==> src/rtl/datapath_mc.sv <==
// -----------------------------------------------------------------------------
// datapath_mc
//   Bus-based multi-cycle CPU datapath. One shared combinational bus connects a
//   general register file, PC/IR, MAR/MDR, HI/LO and the Y/Z ALU holding
//   registers. The ALU does single-cycle logic/arithmetic plus an iterative
//   unsigned multiply (shift-add) and divide (restoring), one bit per clock,
//   with a start/busy/done handshake.
//
// Ports
//   clock, clear            rising-edge clock, async active-low reset
//   reg_sel, gpr_in/out     GPR index, write-from-bus / drive-onto-bus
//   pc_in/out/inc           PC load / drive / increment (load wins)
//   ir_in/out, mar_in       IR load / drive, MAR load
//   mdr_in/out/read         MDR load / drive; read=1 sources mem_data_in
//   mem_data_in             memory read data
//   hi_in/out, lo_in/out    HI/LO load / drive
//   y_in                    Y (ALU operand A) load
//   zhi_out, zlo_out        drive upper / lower half of Z
//   alu_op, alu_start       operation code, start pulse
//   alu_busy, alu_done      iterative op in flight, one-cycle completion
//   bus, bus_conflict       bus value, >1 driver enabled
//   mar_q, mdr_q, ir_q      register contents for memory and control
// -----------------------------------------------------------------------------
module datapath_mc #(
    parameter int WIDTH   = 32,
    parameter int NREGS   = 16,
    parameter int ADDR_W  = 4,
    parameter bit ZERO_R0 = 1'b1
) (
    input  logic              clock,
    input  logic              clear,
    input  logic [ADDR_W-1:0] reg_sel,
    input  logic              gpr_in,
    input  logic              gpr_out,
    input  logic              pc_in,
    input  logic              pc_out,
    input  logic              pc_inc,
    input  logic              ir_in,
    input  logic              ir_out,
    input  logic              mar_in,
    input  logic              mdr_in,
    input  logic              mdr_out,
    input  logic              mdr_read,
    input  logic [WIDTH-1:0]  mem_data_in,
    input  logic              hi_in,
    input  logic              hi_out,
    input  logic              lo_in,
    input  logic              lo_out,
    input  logic              y_in,
    input  logic              zhi_out,
    input  logic              zlo_out,
    input  logic [4:0]        alu_op,
    input  logic              alu_start,
    output logic              alu_busy,
    output logic              alu_done,
    output logic [WIDTH-1:0]  bus,
    output logic              bus_conflict,
    output logic [WIDTH-1:0]  mar_q,
    output logic [WIDTH-1:0]  mdr_q,
    output logic [WIDTH-1:0]  ir_q
);

    localparam logic [4:0] OP_ADD = 5'd0;
    localparam logic [4:0] OP_SUB = 5'd1;
    localparam logic [4:0] OP_AND = 5'd2;
    localparam logic [4:0] OP_OR  = 5'd3;
    localparam logic [4:0] OP_SHR = 5'd4;
    localparam logic [4:0] OP_SHL = 5'd5;
    localparam logic [4:0] OP_NEG = 5'd6;
    localparam logic [4:0] OP_NOT = 5'd7;
    localparam logic [4:0] OP_MUL = 5'd8;
    localparam logic [4:0] OP_DIV = 5'd9;

    // Iteration counter runs 0..WIDTH-1; the last value marks the final edge.
    localparam int              CNT_W = (WIDTH > 1) ? $clog2(WIDTH) : 1;
    localparam logic [CNT_W-1:0] LAST = CNT_W'(WIDTH - 1);

    typedef enum logic [1:0] {S_IDLE, S_MUL, S_DIV, S_DONE} state_t;

    logic [WIDTH-1:0]   gpr_q [NREGS];
    logic [WIDTH-1:0]   pc_q, hi_q, lo_q, y_q;
    logic [2*WIDTH-1:0] z_q;
    logic [WIDTH-1:0]   gpr_rd;
    logic [7:0]         drv;

    state_t             state_q;
    logic [CNT_W-1:0]   cnt_q;
    logic [WIDTH-1:0]   opa_q;   // MUL: multiplicand, DIV: divisor
    logic [WIDTH-1:0]   whi_q;   // MUL: partial product hi, DIV: remainder
    logic [WIDTH-1:0]   wlo_q;   // MUL: multiplier/product lo, DIV: dividend/quotient

    // ---------------------------------------------------------------- bus
    assign gpr_rd = (ZERO_R0 && reg_sel == '0) ? '0 : gpr_q[reg_sel];
    assign drv    = {gpr_out, pc_out, ir_out, mdr_out, hi_out, lo_out, zhi_out, zlo_out};
    // Clearing the lowest set bit leaves something only if two or more are set.
    assign bus_conflict = |(drv & (drv - 8'd1));

    always_comb begin
        bus = '0;
        if (gpr_out)      bus = gpr_rd;
        else if (pc_out)  bus = pc_q;
        else if (ir_out)  bus = ir_q;
        else if (mdr_out) bus = mdr_q;
        else if (hi_out)  bus = hi_q;
        else if (lo_out)  bus = lo_q;
        else if (zhi_out) bus = z_q[2*WIDTH-1:WIDTH];
        else if (zlo_out) bus = z_q[WIDTH-1:0];
    end

    // ---------------------------------------------------------- registers
    always_ff @(posedge clock or negedge clear) begin
        if (!clear) begin
            for (int i = 0; i < NREGS; i++) gpr_q[i] <= '0;
        end else if (gpr_in && !(ZERO_R0 && reg_sel == '0)) begin
            gpr_q[reg_sel] <= bus;
        end
    end

    always_ff @(posedge clock or negedge clear) begin
        if (!clear) begin
            pc_q  <= '0;
            ir_q  <= '0;
            mar_q <= '0;
            mdr_q <= '0;
            hi_q  <= '0;
            lo_q  <= '0;
            y_q   <= '0;
        end else begin
            if (pc_in)       pc_q <= bus;
            else if (pc_inc) pc_q <= pc_q + WIDTH'(1);
            if (ir_in)  ir_q  <= bus;
            if (mar_in) mar_q <= bus;
            if (mdr_in) mdr_q <= mdr_read ? mem_data_in : bus;
            if (hi_in)  hi_q  <= bus;
            if (lo_in)  lo_q  <= bus;
            if (y_in)   y_q   <= bus;
        end
    end

    // ------------------------------------------------- single-cycle ALU
    logic [WIDTH-1:0] single_res;

    always_comb begin
        single_res = '0;
        case (alu_op)
            OP_ADD:  single_res = y_q + bus;
            OP_SUB:  single_res = y_q - bus;
            OP_AND:  single_res = y_q & bus;
            OP_OR:   single_res = y_q | bus;
            OP_SHR:  single_res = y_q >> bus[4:0];
            OP_SHL:  single_res = y_q << bus[4:0];
            OP_NEG:  single_res = '0 - bus;
            OP_NOT:  single_res = ~bus;
            default: single_res = '0;
        endcase
    end

    // ------------------------------------------- iterative step networks
    // Shift-add: add multiplicand into the high half when the current
    // multiplier bit is set, then shift the 2W-bit pair right by one.
    logic [WIDTH:0]   mul_sum;
    logic [WIDTH-1:0] mul_hi_nx, mul_lo_nx;

    assign mul_sum   = {1'b0, whi_q} + {1'b0, (wlo_q[0] ? opa_q : '0)};
    assign mul_hi_nx = mul_sum[WIDTH:1];
    assign mul_lo_nx = {mul_sum[0], wlo_q[WIDTH-1:1]};

    // Restoring divide: shift the next dividend bit into the remainder and
    // keep the subtraction only if it did not borrow. A zero divisor never
    // borrows, which naturally yields all-ones quotient and remainder = A.
    logic [WIDTH:0]   div_sh, div_diff;
    logic [WIDTH-1:0] div_rem_nx, div_quo_nx;

    assign div_sh   = {whi_q, wlo_q[WIDTH-1]};
    assign div_diff = div_sh - {1'b0, opa_q};

    always_comb begin
        if (!div_diff[WIDTH]) begin
            div_rem_nx = div_diff[WIDTH-1:0];
            div_quo_nx = {wlo_q[WIDTH-2:0], 1'b1};
        end else begin
            div_rem_nx = div_sh[WIDTH-1:0];
            div_quo_nx = {wlo_q[WIDTH-2:0], 1'b0};
        end
    end

    // ---------------------------------------------------------- ALU FSM
    always_ff @(posedge clock or negedge clear) begin
        if (!clear) begin
            state_q  <= S_IDLE;
            alu_busy <= 1'b0;
            alu_done <= 1'b0;
            cnt_q    <= '0;
            opa_q    <= '0;
            whi_q    <= '0;
            wlo_q    <= '0;
            z_q      <= '0;
        end else begin
            alu_done <= 1'b0;
            case (state_q)
                S_IDLE, S_DONE: begin
                    state_q <= S_IDLE;
                    if (alu_start) begin
                        cnt_q <= '0;
                        whi_q <= '0;
                        if (alu_op == OP_MUL) begin
                            state_q  <= S_MUL;
                            alu_busy <= 1'b1;
                            opa_q    <= y_q;
                            wlo_q    <= bus;
                        end else if (alu_op == OP_DIV) begin
                            state_q  <= S_DIV;
                            alu_busy <= 1'b1;
                            opa_q    <= bus;
                            wlo_q    <= y_q;
                        end else begin
                            state_q  <= S_DONE;
                            alu_done <= 1'b1;
                            z_q      <= {{WIDTH{1'b0}}, single_res};
                        end
                    end
                end
                S_MUL: begin
                    whi_q <= mul_hi_nx;
                    wlo_q <= mul_lo_nx;
                    cnt_q <= cnt_q + CNT_W'(1);
                    if (cnt_q == LAST) begin
                        z_q      <= {mul_hi_nx, mul_lo_nx};
                        state_q  <= S_DONE;
                        alu_busy <= 1'b0;
                        alu_done <= 1'b1;
                    end
                end
                S_DIV: begin
                    whi_q <= div_rem_nx;
                    wlo_q <= div_quo_nx;
                    cnt_q <= cnt_q + CNT_W'(1);
                    if (cnt_q == LAST) begin
                        z_q      <= {div_rem_nx, div_quo_nx};
                        state_q  <= S_DONE;
                        alu_busy <= 1'b0;
                        alu_done <= 1'b1;
                    end
                end
                default: begin
                    state_q  <= S_IDLE;
                    alu_busy <= 1'b0;
                end
            endcase
        end
    end

endmodule

==> config.mk <==
export PLATFORM = sky130hd
export DESIGN_NAME = datapath_mc
export DESIGN_NICKNAME = d
export VERILOG_FILES = /design/src/rtl/datapath_mc.sv
export SDC_FILE = /design/constraint.sdc
export NUM_CORES = 2
export LEC_CHECK = 0
export CORE_ASPECT_RATIO = 1.25
export CORE_MARGIN = 1.5
export CORE_UTILIZATION = 62
export CTS_CLUSTER_DIAMETER = 100
export DETAILED_ROUTE_END_ITERATION = 16
export PLACE_DENSITY_LB_ADDON = 0.2
export REMOVE_ABC_BUFFERS = 1
export SLEW_MARGIN = 20
export SYNTH_ARGS = -nofsm -noshare
export SYNTH_HDL_FRONTEND = slang
export SYNTH_SLANG_ARGS = --single-unit
==> constraint.sdc <==
create_clock -name clock -period 5.39 [get_ports clock]
set_clock_uncertainty 0.1 [all_clocks]
set_input_delay 0.539 -clock clock [delete_from_list [all_inputs] [get_ports clock]]
set_output_delay 0.539 -clock clock [all_outputs]
set_load 0.02 [all_outputs]
; Yosys cells after proc, flatten, opt, wreduce, memory -nomap -nowiden
; Cells that the tools add are included.
[totals]
n_memories = 0
romBits = 0
wordCells = 136
latch_bits = 0
in_bits = 62
register_bits = 905
output_inout_bits = 131
mem_bits_rw = 0
[classes]
add_sub_neg = 8
shifts = 2
n_eq_ne = 20
reduce_logical = 15
bitwise = 5
n_div = 0
mul = 0
magnitude_cmp = 2
mux = 53
[op_table]
columns = op, count
row1 = $mux 32, 23
row2 = $bwmux 512, 1
row3 = $mux 64, 5
row4 = $pmux 32 s8, 1
row5 = $pmux 32 s3, 2
row6 = $pmux 64 s3, 1
row7 = $bmux 32 s4, 1
row8 = $demux 32 s4, 1
row9 = $add 32x32->33, 1
row10 = $sub 33x32->33, 1
row11 = $add 32x1->32 const B, 1
row12 = $add 32x32->32, 1
row13 = $and 32x32->32, 1
row14 = $not 32->32, 1
row15 = $or 32x32->32, 1
row16 = $shl 32x5->32, 1
row17 = $shr 32x5->32, 1
row18 = $sub 1x32->32 const A, 1
row19 = $sub 32x32->32, 1
row20 = $eq 5x3->1 const B, 4
row21 = $eq 5x2->1 const B, 2
row22 = $eq 5x4->1 const B, 2
row23 = $mux 1, 10
row24 = $ne 2x2->1 const B, 5
row25 = other kinds (28), 36

; Logic depth before layout (Yosys ltp)
[depth]
ltp_word = 14
mapped_depth = 25
depth_no_buf = 21

; Least setup slack after synthesis
; No wires, ideal clock.
[synth_path]
path_type = in2reg
start = input reg_sel[1]
end = register z_q[20]
stages = 22
n_path_buf = 6
setup_ps = 134
slack_ps = -434
required_time_ps = 5156
arrival_ps = 5590
cell_sequence = buf_6 -> buf_2 -> buf_2 -> buf_2 -> buf_1 -> mux4_2 -> mux4_2 -> a2bb2oi_2 -> clkbuf_1 -> inv_1 -> ha_1 -> a21oi_1 -> o21ai_0 -> or4_1 -> o22ai_1 -> o21ai_0 -> a21o_1 -> a21o_1 -> a31oi_1 -> xnor2_1 -> a221oi_1 -> a31oi_1
[synth_via]
elab_chain_cells = 12
elab_cells_between_ends = 20
classes_between = 3 x add/sub / 2 x shift / 10 x mux / 4 x bitwise / 1 x reduce/logical
[synth_rtl]
columns = element, line_no
row1 = from (decl), 32  ; input logic [ADDR_W-1:0] reg_sel,
row2 = $not 4->5 (not written as such), 93  ; assign gpr_rd = (ZERO_R0 && reg_sel == '0) ? '0 : gpr_q[reg_sel];
row3 = $bmux 32 s4, 93
row4 = $mux 32 (not written as such) (2 in series), 93
row5 = $mux 32 (*), 93
row6 = $mux 32 (*), 100  ; if (gpr_out) bus = gpr_rd;
row7 = net bus[7], 56  ; output logic [WIDTH-1:0] bus,
row8 = "$sub 1x32->32, or another cell as far along", 152  ; OP_NEG: single_res = '0 - bus;
row9 = $pmux 32 s8 (*), 145  ; case (alu_op)
row10 = $mux 64 (*), 211  ; end else if (alu_op == OP_DIV) begin
row11 = $mux 64 (*), 206  ; if (alu_op == OP_MUL) begin
row12 = $mux 64 (*), 203  ; if (alu_start) begin
row13 = $pmux 64 s3 (*), 200  ; case (state_q)
row14 = to (signal assigned), 219  ; z_q <= {{WIDTH{1'b0}}, single_res};
row15 = to (signal assigned), 228  ; z_q <= {mul_hi_nx, mul_lo_nx};
row16 = to (signal assigned), 239  ; z_q <= {div_rem_nx, div_quo_nx};
row17 = to (decl), 82  ; logic [2*WIDTH-1:0] z_q;
; The timed path passes the listed nets; every way through them passes the cells marked *. The select of a mux whose other input is x is not followed.
; A chain may end at the register's enable or synchronous reset.

; Worst setup path in the final report
[layout_path]
start = register wlo_q[31]
end = register z_q[0]
[layout_via]
elab_chain_cells = 4
[layout_rtl]
columns = element, line_no
row1 = from (decl), 90  ; logic [WIDTH-1:0] wlo_q;
row2 = from (signal assigned), 210  ; wlo_q <= bus;
row3 = from (signal assigned), 215  ; wlo_q <= y_q;
row4 = from (signal assigned), 225  ; wlo_q <= mul_lo_nx;
row5 = $sub 33x32->33, 175  ; assign div_diff = div_sh - {1'b0, opa_q};
row6 = $mux 1, 178  ; if (!div_diff[WIDTH]) begin
row7 = $mux 64, 238  ; if (cnt_q == LAST) begin
row8 = $pmux 64 s3, 200
; No other way between the ends. The select of a mux whose other input is x is not followed.

==> flow_summary.html <==
<table>
<tr><th>Metric</th><th>Value</th></tr>
<tr><th colspan="2">GRT</th></tr>
<tr><td>Global route overflow</td><td>0</td></tr>
<tr><td>Global-route wire length before repair</td><td>approximately 320000 um</td></tr>
<tr><td>GR Util All Layers</td><td>0.4981</td></tr>
<tr><td>Pin count of the biggest net entering global routing</td><td>~180</td></tr>
<tr><td>Number of antenna violations at the first check in global routing</td><td>14</td></tr>
<tr><td>Vias in the first global route</td><td>between 50k and 60k</td></tr>
<tr><th colspan="2">Pwr</th></tr>
<tr><td>Net switching power</td><td>12.29 mW</td></tr>
<tr><td>Power per cell area</td><td>approximately 480 nW/um^2</td></tr>
<tr><td>Portion of total power attributed to the clock network</td><td>0.232</td></tr>
<tr><td>Relative contribution of combinational cells to total power</td><td>0.433</td></tr>
<tr><td>Power Total</td><td>a little under 30 mW</td></tr>
<tr><td>Maximum VDD drop</td><td>0.4072 mV</td></tr>
<tr><td>Net switching fraction of the power</td><td>0.4160</td></tr>
<tr><td>Part of the power in registers</td><td>0.336</td></tr>
<tr><td>Internal power</td><td>about 17 mW</td></tr>
<tr><td>Reported leakage power</td><td>around 27 nW</td></tr>
<tr><th colspan="2">Floorplan</th></tr>
<tr><td>Starting density of the core</td><td>0.6251</td></tr>
<tr><td># IOs</td><td>193</td></tr>
<tr><td>Floorplan die area</td><td>86580 um^2</td></tr>
<tr><td>Die Ht</td><td>328.6 um</td></tr>
<tr><td>Area inside the core boundary</td><td>between 80000 and 90000 um^2</td></tr>
<tr><td>Std-Cell Rows</td><td>about 120</td></tr>
<tr><td>Die X</td><td>around 260 um</td></tr>
<tr><th colspan="2">Job</th></tr>
<tr><td>Max-cap violations</td><td>0</td></tr>
<tr><th colspan="2">Placed design</th></tr>
<tr><td>Final Wtd Congestion</td><td>approximately 1.1</td></tr>
<tr><td>Cell count after placement</td><td>between 7k and 8k</td></tr>
<tr><td>Half-perimeter wire length after placement</td><td>151400 um</td></tr>
<tr><td>I/O Buffers</td><td>192</td></tr>
<tr><td>Placement-stage worst setup slack</td><td>-0.1444 ns</td></tr>
<tr><th colspan="2">Finish</th></tr>
<tr><td>Final nets</td><td>~6.3k</td></tr>
<tr><td>Final non-filler cell total</td><td>about 7.2k</td></tr>
<tr><td>Utilization after layout</td><td>0.7253</td></tr>
<tr><td>Relative area change from synthesis to final layout</td><td>16.03%</td></tr>
<tr><td>Layout cells sized above 1</td><td>0.1486</td></tr>
<tr><th colspan="2">Critical path</th></tr>
<tr><td>Series of cell instances along the critical path</td><td>inv_1 &gt; ha_1 &gt; inv_1 &gt; fa_1 &gt; a21o_1 &gt; a221oi_1 &gt; and3b_1 &gt; o21ai_1 &gt; nand3_1 &gt; o21ai_1 &gt; o21ai_0 &gt; xor2_4 &gt; buf_12 &gt; buf_12 &gt; nor2b_1 &gt; a211oi_1 &gt; o22ai_1</td></tr>
<tr><td>Critical Path Max Stage Delay</td><td>around 0.50 ns</td></tr>
<tr><td>Sort of element at the end of the critical path</td><td>register</td></tr>
<tr><td>Setup Crit Path Kind</td><td>reg -&gt; reg</td></tr>
<tr><td>Delay-heaviest family, CP</td><td>compound AO/OA/AOI/OAI gates</td></tr>
<tr><td>Critical-path maximum fanout</td><td>23</td></tr>
<tr><td>Critical path arrival</td><td>5.64 ns</td></tr>
<tr><td>Startpoint type of the worst setup path</td><td>register</td></tr>
<tr><td>Total buffers and inverters traversed by the critical path</td><td>4</td></tr>
<tr><td>Slowest stage cell on the critical path</td><td>sky130_fd_sc_hd__o21ai_1</td></tr>
<tr><td>Critical path data required time</td><td>between 5 and 6 ns</td></tr>
<tr><th colspan="2">Drt</th></tr>
<tr><td>Routed length per placed instance</td><td>30.16 um</td></tr>
<tr><td>Residual antenna-violating net count after detailed routing</td><td>0</td></tr>
<tr><td>Remaining DRCs</td><td>0</td></tr>
<tr><td>Number of vias per cell after detailed routing</td><td>7.093</td></tr>
<tr><td>Number of detailed-route iterations in the first pass</td><td>9</td></tr>
<tr><td>DR iter-0 viols</td><td>~6.5k</td></tr>
<tr><td>Total routed wirelength</td><td>about 220000 um</td></tr>
<tr><td>Total number of vias</td><td>between 50k and 60k</td></tr>
<tr><th colspan="2">Synth</th></tr>
<tr><td>Fraction of the mapped netlist area in compound gates</td><td>0.2200</td></tr>
<tr><td>Dominant register cell in the synthesized netlist</td><td>sky130_fd_sc_hd__dfrtp_1</td></tr>
<tr><td>Post-synth EDFFs</td><td>0</td></tr>
<tr><td>Combinational family with the most area after synthesis</td><td>compound AO/OA/AOI/OAI gates</td></tr>
<tr><td>Xor and xnor fraction of the mapped netlist area</td><td>0.02232</td></tr>
<tr><td>Number of warnings reported in the yosys synthesis log</td><td>0</td></tr>
<tr><td>Netlist Area Pre-Place</td><td>around 53000 um^2</td></tr>
<tr><td>Post-synthesis register bit count</td><td>between 900 and 1k</td></tr>
<tr><td>Part of the Yosys area used for sequential elements</td><td>0.4307</td></tr>
<tr><td>Area fraction in and, or, nand and nor cells after synthesis</td><td>0.1346</td></tr>
<tr><td>Share of synthesized area spent on multiplexers</td><td>0.1022</td></tr>
<tr><td>Adder-cell share of the synthesized area</td><td>0.04076</td></tr>
<tr><td>Fraction of registers with async set or reset after synthesis</td><td>1.000</td></tr>
<tr><td>Number of cells produced by synthesis</td><td>a little under 6k</td></tr>
<tr><td>Number of library cell types mapped by synthesis</td><td>96</td></tr>
<tr><td>Average instance area after synthesis</td><td>around 9 um^2</td></tr>
<tr><th colspan="2">STA</th></tr>
<tr><td>Share of the cycle needed by the critical path after routing</td><td>0.9602</td></tr>
<tr><td>Final Max Slew Viols</td><td>0</td></tr>
<tr><td>Final hold violation count</td><td>0</td></tr>
<tr><td>Setup repair after global routing missed its margin</td><td>false</td></tr>
<tr><td>Final setup violation count</td><td>0</td></tr>
<tr><td>Worst hold margin</td><td>~0.27 ns</td></tr>
<tr><td>Final setup margin</td><td>~0.21 ns</td></tr>
<tr><td>Pin slew with the least headroom to its limit</td><td>approximately 1.2 ns</td></tr>
<tr><td>Min Tclk post-route</td><td>~5.2 ns</td></tr>
<tr><td>Max-slew headroom at the worst pin</td><td>0.2309</td></tr>
<tr><td>Highest clock frequency the design can meet</td><td>between 150 and 200 MHz</td></tr>
<tr><th colspan="2">Clock network</th></tr>
<tr><td>Clock-pin slew reported for the worst setup and hold paths after clock tree synthesis</td><td>0.06 ns</td></tr>
<tr><td>Number of clock sinks seen by CTS</td><td>905</td></tr>
<tr><td>Clock tree from TritonCTS</td><td>built</td></tr>
<tr><td>CTS Root Cell</td><td>sky130_fd_sc_hd__clkbuf_16</td></tr>
<tr><td>Buffers from clock root to sink, at most</td><td>3</td></tr>
<tr><td>CTS buffer count</td><td>just under 90</td></tr>
<tr><td>H-tree Lvls</td><td>3</td></tr>
<tr><td>Clk_lat worst skew</td><td>about 0.70 ns</td></tr>
<tr><td>Post-CTS Setup Bufs</td><td>0</td></tr>
<tr><th colspan="2">Outcome</th></tr>
<tr><td>Status</td><td>complete, no violations</td></tr>
<tr><th colspan="2">Worst hold path</th></tr>
<tr><td>Hold/Removal Path Class</td><td>reg -&gt; reg</td></tr>
</table>
registers in the layout (all words and copies together) (netlist names):
name      cells
gpr_q       512
z_q          64
hi_q         32
ir_q         32
lo_q         32
mar_q        32
mdr_q        32
opa_q        32
pc_q         32
whi_q        32
wlo_q        32
y_q          32
cnt_q         5
state_q       2
alu_busy      1
alu_done      1
path summary, 6_finish.rpt:
kind                             from         end  slack, ns  cells past startpoint
min in group asynchronous       clear  gpr_q[137]       0.44                      2
hold reg to reg            gpr_q[495]  gpr_q[495]       0.27                      0
setup reg to reg            wlo_q[31]      z_q[0]       0.21                     17
setup / recovery            wlo_q[31]      z_q[0]       0.21                     17
max in group asynchronous       clear   gpr_q[84]       3.27                      3
hold / removal             gpr_q[495]  gpr_q[495]       0.27                      0
cell type report:
class | instances | area (um^2)
fill | 5944 | 23110
sequential | 905 | 22650
multi-input combinational | 4219 | 27630
clock inverter | 43 | 683.2
antenna | 8 | 20.02
timing repair buffer | 661 | 5650
tap | 1089 | 1363
clock buffer | 118 | 2456
inverter | 151 | 568.0
metrics by stage:
stage	area (um^2)	setup TNS, ns
2_1_floorplan	50550	-19.10
3_5_place_dp	57830	-0.5731
5_1_grt	60990	0
6_report	61010	0
4_1_cts	60980	0
3_3_place_gp	57830	-0.5250
Yosys cell counts, types with 28 or more instances:
master / number / area (um^2)
sky130_fd_sc_hd__dfrtp_1: 905 / 22650
sky130_fd_sc_hd__a21oi_1: 792 / 3964
sky130_fd_sc_hd__nor2_1: 756 / 2838
sky130_fd_sc_hd__nand2_1: 493 / 1851
sky130_fd_sc_hd__o21ai_0: 454 / 2272
sky130_fd_sc_hd__clkbuf_1: 374 / 1404
sky130_fd_sc_hd__mux2i_1: 165 / 1652
sky130_fd_sc_hd__ha_1: 164 / 2052
sky130_fd_sc_hd__inv_1: 146 / 548.0
sky130_fd_sc_hd__mux4_2: 143 / 3221
sky130_fd_sc_hd__a22oi_1: 94 / 705.7
sky130_fd_sc_hd__xnor2_1: 87 / 762.0
sky130_fd_sc_hd__a21o_1: 79 / 593.1
sky130_fd_sc_hd__o211ai_1: 70 / 525.5
sky130_fd_sc_hd__a31oi_1: 69 / 431.7
sky130_fd_sc_hd__buf_2: 60 / 300.3
sky130_fd_sc_hd__nand3_1: 60 / 300.3
sky130_fd_sc_hd__nor3_1: 53 / 265.3
sky130_fd_sc_hd__buf_1: 50 / 187.7
sky130_fd_sc_hd__and2_1: 48 / 300.3
sky130_fd_sc_hd__xor2_1: 47 / 411.6
sky130_fd_sc_hd__a221oi_1: 46 / 402.9
sky130_fd_sc_hd__o22ai_1: 41 / 256.5
sky130_fd_sc_hd__mux2_2: 40 / 450.4
sky130_fd_sc_hd__nor2b_1: 40 / 250.2
sky130_fd_sc_hd__a211oi_1: 36 / 270.3
sky130_fd_sc_hd__o221ai_1: 34 / 297.8
sky130_fd_sc_hd__nand2b_1: 33 / 206.5
sky130_fd_sc_hd__nand4_1: 30 / 187.7
sky130_fd_sc_hd__or3_1: 30 / 187.7
sky130_fd_sc_hd__and3_1: 28 / 175.2
what timing repair did:
action / in CTS / in global routing
gates resized for setup: 0 / 1
endpoints found under the hold margin: 86 / 0
hold buffers: 1 / 0
setup endpoints to repair: 0 / 18
power by group through the flow:
stage / Sequential (mW) / Clock (mW) / Combinational, mW
2_1_floorplan: 9.45 / 0 / 6.92
3_3_place_gp: 9.75 / 0 / 11.9
3_5_place_dp: 9.84 / 0 / 12.1
4_1_cts: 9.80 / 6.83 / 12.3
5_1_grt: 9.99 / 7.08 / 13.4
6_report: 9.92 / 6.84 / 12.8
kinds of logic (layout without fill, tap and decap cells):
family,Yosys count,count (layout)
other cells,0,8
xor+xnor,134,134
fa+ha+maj,169,169
buf+inv,649,973
simple gates,1641,1641
mux,350,350
flops,905,905
compound gates,1925,1925
placed cells by master (no fill, tap or decap), types with 30 or more instances in the layout:
cell type,n
sky130_fd_sc_hd__ha_1,163
sky130_fd_sc_hd__a21oi_1,789
sky130_fd_sc_hd__clkbuf_16,89
sky130_fd_sc_hd__dfrtp_1,905
sky130_fd_sc_hd__nand2_1,492
sky130_fd_sc_hd__nand2b_1,30
sky130_fd_sc_hd__nor2_1,742
sky130_fd_sc_hd__mux2_2,40
sky130_fd_sc_hd__nand3_1,60
sky130_fd_sc_hd__xor2_1,46
sky130_fd_sc_hd__nor3_1,52
sky130_fd_sc_hd__a31oi_1,69
sky130_fd_sc_hd__nand4_1,30
sky130_fd_sc_hd__a221oi_1,46
sky130_fd_sc_hd__and2_1,48
sky130_fd_sc_hd__buf_4,448
sky130_fd_sc_hd__o211ai_1,70
sky130_fd_sc_hd__a22oi_1,87
sky130_fd_sc_hd__o21ai_0,453
sky130_fd_sc_hd__o22ai_1,41
sky130_fd_sc_hd__xnor2_1,87
sky130_fd_sc_hd__a211oi_1,36
sky130_fd_sc_hd__a21o_1,79
sky130_fd_sc_hd__clkdlybuf4s50_1,172
sky130_fd_sc_hd__nor2b_1,37
sky130_fd_sc_hd__inv_1,146
sky130_fd_sc_hd__mux4_2,143
sky130_fd_sc_hd__o221ai_1,34
sky130_fd_sc_hd__mux2i_1,165
metal layers:
metal	vias to the layer above	share of wire	track usage
li1	21206	-	-
met1	24652	0.33	0.5679
met2	3904	0.46	0.8074
met3	1251	0.11	0.1254
met4	14	0.095	0.3869
met5	-	0.00062	0
Power figures use the tool's default switching activity.
